File: src/rtl/seq_shr.sv
// Multi-cycle right shifter (logical or arithmetic) with valid/ready on both sides.
// One power-of-two shift stage is applied per clock while in SHIFT.
module seq_shr #(
   parameter int DATAWIDTH = 32
) (
   input  logic                 clk,
   input  logic                 rst,
   input  logic                 in_valid,
   output logic                 in_ready,
   input  logic [DATAWIDTH-1:0] a,
   input  logic [DATAWIDTH-1:0] sh_amt,
   input  logic                 sgn,
   output logic                 out_valid,
   input  logic                 out_ready,
   output logic [DATAWIDTH-1:0] d
);

   localparam int STAGES = $clog2(DATAWIDTH);
   localparam int SW     = (STAGES > 1) ? $clog2(STAGES) : 1;

   localparam logic [SW-1:0]      LAST_STEP = SW'(STAGES - 1);
   localparam logic [DATAWIDTH:0] W_LIM     = (DATAWIDTH + 1)'(DATAWIDTH);

   localparam logic [1:0] IDLE  = 2'd0;
   localparam logic [1:0] SHIFT = 2'd1;
   localparam logic [1:0] DONE  = 2'd2;

   logic [1:0]           state;
   logic [DATAWIDTH-1:0] acc;
   logic [STAGES-1:0]    amt;
   logic [SW-1:0]        step;
   logic                 fill;
   logic                 in_fill;
   logic [DATAWIDTH-1:0] acc_nxt;

   // Out-of-range amounts saturate to a word made entirely of the fill bit.
   function automatic logic [DATAWIDTH-1:0] sat_fill(input logic f);
      return {DATAWIDTH{f}};
   endfunction

   // Applies stage s (shift by 2**s) when amount bit s is set; the double
   // inversion makes the vacated MSBs take the fill bit.
   function automatic logic [DATAWIDTH-1:0] stage_shift(
      input logic [DATAWIDTH-1:0] v,
      input logic [STAGES-1:0]    m,
      input logic [SW-1:0]        s,
      input logic                 f
   );
      logic [DATAWIDTH-1:0] r;
      r = v;
      for (int i = 0; i < STAGES; i++) begin
         if (s == SW'(i) && m[i]) begin
            r = f ? ~((~v) >> (1 << i)) : (v >> (1 << i));
         end
      end
      return r;
   endfunction

   assign in_fill  = sgn & a[DATAWIDTH-1];
   assign acc_nxt  = stage_shift(acc, amt, step, fill);
   assign in_ready = (state == IDLE);
   assign out_valid = (state == DONE);

   always_ff @(posedge clk) begin
      if (rst) begin
         state <= IDLE;
         acc   <= '0;
         amt   <= '0;
         step  <= '0;
         fill  <= 1'b0;
         d     <= '0;
      end else begin
         case (state)
            IDLE: begin
               if (in_valid) begin
                  fill <= in_fill;
                  if ({1'b0, sh_amt} >= W_LIM) begin
                     acc   <= sat_fill(in_fill);
                     d     <= sat_fill(in_fill);
                     state <= DONE;
                  end else begin
                     acc   <= a;
                     amt   <= sh_amt[STAGES-1:0];
                     step  <= '0;
                     state <= SHIFT;
                  end
               end
            end
            SHIFT: begin
               acc  <= acc_nxt;
               step <= step + SW'(1);
               if (step == LAST_STEP) begin
                  d     <= acc_nxt;
                  state <= DONE;
               end
            end
            DONE: begin
               if (out_ready) begin
                  state <= IDLE;
               end
            end
            default: state <= IDLE;
         endcase
      end
   end

endmodule

File: config.mk
export PLATFORM = sky130hd
export DESIGN_NAME = seq_shr
export DESIGN_NICKNAME = d
export VERILOG_FILES = /design/src/rtl/seq_shr.sv
export SDC_FILE = /design/constraint.sdc
export NUM_CORES = 1
export LEC_CHECK = 0
export ABC_CLOCK_PERIOD_IN_PS = 3450
export BUFFER_PORTS_ARGS = -buffer_cell sky130_fd_sc_hd__buf_4
export CORE_MARGIN = 1.5
export CORE_UTILIZATION = 59
export DETAILED_ROUTE_END_ITERATION = 10
export PLACE_DENSITY = 0.86
export SYNTH_ARGS = -nofsm -noshare
export SYNTH_HDL_FRONTEND = slang
export SYNTH_SLANG_ARGS = --single-unit
File: constraint.sdc
create_clock -name clk -period 3.45 [get_ports clk]
set_input_delay 0.69 -clock clk [delete_from_list [all_inputs] [get_ports clk]]
set_output_delay 0.69 -clock clk [all_outputs]
set_load 0.03 [all_outputs]
# Word-level counts from Yosys, hierarchy flattened

Index checks and enable logic that the tools add are counted.

Register bits: 75
Word-level logic and storage cells: 66
Input bits: 69
Output and inout port bits: 34

Muxes and demuxes: 25
Reductions and logical operators: 14
Bitwise logic cells: 8
Magnitude comparators: 1
$add $sub $neg: 1
Equal/unequal tests: 11

Operator list:

| cell                                                  | count |
|---|---|
| two-way mux 32 bit                                    | 15 |
| one-hot mux 32 bit (2 select lines)                   | 2 |
| >= comparator 32 x 6 -> 1 bit (second input constant) | 1 |
| NOT 16 -> 32 bit                                      | 1 |
| NOT 24 -> 32 bit                                      | 1 |
| NOT 28 -> 32 bit                                      | 1 |
| NOT 30 -> 32 bit                                      | 1 |
| NOT 31 -> 32 bit                                      | 1 |
| NOT 32 bit                                            | 1 |
| AND reduction 3 bit                                   | 3 |
| two-way mux 2 bit                                     | 4 |
| equality test 3 x 2 -> 1 bit (second input constant)  | 2 |
| two-way mux 3 bit                                     | 2 |
| != test 2 bit (second input constant)                 | 3 |
| one-hot mux 2 bit (3 select lines)                    | 1 |
| one-hot mux 3 bit (2 select lines)                    | 1 |
| logical AND 1 bit                                     | 5 |
| != test 2 x 1 -> 1 bit (second input constant)        | 2 |
| AND reduction 2 bit                                   | 2 |
| AND reduction 4 bit                                   | 1 |
| adder 3 x 1 -> 3 bit (second input constant)          | 1 |
| equality test 3 x 1 -> 1 bit (second input constant)  | 1 |
| equality test 3 bit (second input constant)           | 1 |
| logical NOT 3 bit                                     | 1 |
| other kinds (6)                                       | 6 |

# Longest topological paths before layout

Word-level depth: 10
Depth in mapped cells: 10
Gate-level depth less buffers: 7

# Worst setup path before layout

No wires, ideal clock.

Path type: flip-flop to flip-flop
Start point: reg step[2]
End point: reg d[15]
Path buffers: 2
Library setup time: 0.148 ns
Setup slack: 1.354 ns
Stages on the path, launching flop included: 10
Clock period less this slack: 2.096 ns
Data required time: 3.302 ns
Arrival: 1.948 ns
Cells stage by stage: dfxtp_1 buf_2 inv_1 ha_1 and2_1 clkbuf_1 a21oi_1 a21oi_1 a2111oi_0 o32ai_1

Word-level cells in the longest chain between the ends: 9

RTL lines:

| item                                | line | text |
|---|---|---|
| start: declaration                  | 31   | `logic [SW-1:0] step;` |
| start signal: assignment            | 91   | `step <= step + SW'(1);` |
| logical NOT 3 bit                   | 52   | `if (s == SW'(i) && m[i]) begin` |
| logical AND 1 bit                   | 52   |  |
| two-way mux 32 bit (5 in series)    | 52   |  |
| two-way mux 32 bit                  | 92   | `if (step == LAST_STEP) begin` |
| one-hot mux 32 bit (2 select lines) | 73   | `case (state)` |
| end signal: assignment              | 79   | `d <= sat_fill(in_fill);` |
| end signal: assignment              | 93   | `d <= acc_nxt;` |
| end: declaration                    | 15   | `output logic [DATAWIDTH-1:0] d` |

Parallel ways exist; a longest one is shown, timed or not. The select of a mux whose other input is x is not followed.
A chain may end at the register's enable or synchronous reset.

# Final worst setup path

Start point: reg step[0]
End point: reg d[10]

The elaborated chain is that of the path after synthesis.

==> flow_summary.ini <==
[worst_setup_path]
startpoint = step[0]
r2r-start = step[0]
endpoint_kind = register
startpoint_type = register
worstPathArrival_ns = 2.96
cp.required_ns = 3.66
worstSetupPathType = reg -> reg
cp_max_fo = 17

[synth]
syn_avg_cell_area_um2 = 8.10
synthTopCellsByCount = dfxtp_1 (75), nor2_1 (74), nand2_1 (70), a21oi_1 (50), clkbuf_1 (22)
syn_area_mm2 = 0.00472
yosys.area.top_type = dfxtp_1
synth_top_flop_cell = dfxtp_1
seq_area_frac_synth_pct = 31.8
yosysMostFrequentCell = dfxtp_1
ys_types = 62
synthTopCellsByArea = dfxtp_1 (32%), nor2_1 (5.9%), a211oi_2 (5.6%)
ys_ff_latch = 75
synth_edf_count = 0
synthArstFlopShare_pct = 0
syn_inst = 583
syn-num-nets = 657
yosysWarnings = 0
synth_top_area_share_pct = 31.8

[sta]
finalMaxSlewViolations = 0
worst_pin_slew_ns = 1.13
clock.fmax_ghz = 0.364
post-route-period-util_pct = 79.6
maxSlewHeadroom_pct = 24.5
period_minus_slack_ns = 2.75
setup_viol = 0
rsz0062_at_grt = no
tns_ns = 0
skew_ns = 0.00835
fin_ws_ns = 0.703
hold_viol = 0

[pwr]
p_total_mw = 2.11
p_per_area_mw_per_mm2 = 374
vdd_drop_max_mv = 0.251
p_leak_nw = 2.07

[placed_design]
dpl.cell_count = 745
io_buffer_count = 102
dpl_worst_slack_ns = 0.802
hpwl_mm = 9.94
gp_congestion = 0.926

[global_routing]
grt_max_degree = 79
grt_pass1_wl_mm = 23.3
grt.overflow.total = 0
grt_pass1_vias = 4748
antenna_found_initial = 0
grtUsageTotal_pct = 33.9

[floorplanning]
die_width_um = 92.5
coreArea_mm2 = 0.00773
rows = 32
io_pins = 103
dieHeight_um = 92.5
start_util_pct = 61.1
dieArea_mm2 = 0.00855

[drt]
wire_per_inst_um = 18.8
drtIter0Drc = 452
drt-total-wl_mm = 14.3
vias_per_cell = 6.52
drc = 0
drtPass1Iterations = 6
drtAntennaViolNets = 0
via_count = 4964

[min_path]
hold_path_startpoint = d[2]
holdCritPathClass = reg -> reg

[clocking]
cts_resized = 0
path_clk_slew_ns = 0.08
ctsLongestPathBuffers = 2
hold_buffers = 0
h-tree-depth = 3
cts_sinks = 75
clock_latency_ns = 0.36
tritoncts = built
cts_buffers = 9
cts_setup_buffers = 0
root_buffer = clkbuf_8

[finish]
final_util_pct = 72.8
syn2layout_area_growth_pct = 19.2
drive_above_1_share_pct = 25.2
num_antenna_cells = 0
n_fill_cell = 620
final_cell_count_no_fill = 761
nets = 728

[run_status]
run_status = finished, final reports clean

[job]
cap_violations = 0
-- cell families after synthesis --
logic type | after synthesis | synth area share (%)
AND/OR/NAND/NOR | 215 | 23.3
AO/OA/AOI/OAI | 197 | 31.9
flip-flops | 75 | 31.8
buffers and inverters | 71 | 7.47
multiplexers | 20 | 4.29
adder cells (fa/ha/maj) | 5 | 1.32
-- state kept, by name (all words and copies together), names as in the netlist --
name,flops
acc,32
d,32
amt,5
step,3
state,2
fill,1
-- worst max-delay path: stages (launching register included) --
cell	delay [ns]
dfxtp_1	0.38
inv_1	0.10
ha_1	0.30
and3b_1	0.47
buf_4	0.34
nand2_1	0.09
a21oi_1	0.06
a2111oi_1	0.66
o32ai_1	0.19
-- final timing paths --
kind / end / slack [ns] / cells after the start
worst max-delay path: d[10] / 0.70 / 8
worst min-delay path: d[2] / 0.48 / 2
worst max register to register: d[10] / 0.70 / 8
worst min register to register: d[2] / 0.48 / 2
-- metal layers --
layer,vias to the layer above,global-route usage [%],wire [µm]
li1,2326,-,-
met1,2347,40.2,5820
met2,255,59.5,7160
met3,36,7.80,1060
met4,0,12.2,304
met5,-,0,0
-- report_power, final --
part / internal, mW / total (mW) / switching (mW)
Combinational: 0.152 / 0.345 / 0.193
Sequential: 0.918 / 0.985 / 0.0672
Clock: 0.427 / 0.777 / 0.351
Total: 1.50 / 2.11 / 0.611
-- layout by cell type (no fill, tap or decap), drive strengths merged, types with 3 or more instances in the layout --
cell	synthesis	routed
a221o	15	15
o2111ai	5	5
o211ai	12	12
inv	21	21
buf	28	110
a31oi	7	7
o21ai	24	24
a211oi	25	25
ha	5	5
clkbuf	22	10
nor2b	4	4
nor2	75	75
o31ai	6	6
nor4	16	16
nand2	70	70
o21a	3	3
a2111oi	3	3
nor3	19	19
mux2i	18	18
a311oi	16	16
and3	3	3
o221ai	4	4
dfxtp	75	75
nand3	10	10
o32ai	11	11
and3b	3	3
a21oi	51	51
a32oi	5	5
-- final cells by class --
| type | count | area (µm²) | area share, % |
|---|---|---|---|
| Clock buffer | 10 | 138 | 2.44 |
| Multi-Input combinational cell | 437 | 2870 | 51.0 |
| Tap cell | 102 | 128 | 2.27 |
| Clock inverter | 6 | 88.8 | 1.58 |
| Timing Repair Buffer | 110 | 826 | 14.7 |
| Sequential cell | 75 | 1500 | 26.7 |
| Inverter | 21 | 78.8 | 1.40 |
-- metrics by stage --
step	hold slack (ns)	area, µm²
finish	0.480	5630
global route	0.504	5630
CTS	0.484	5630
detailed placement	0.472	5400
global placement	0.466	5400
floorplan	0.474	4720
No activity file was read; power rests on OpenSTA's default activity.
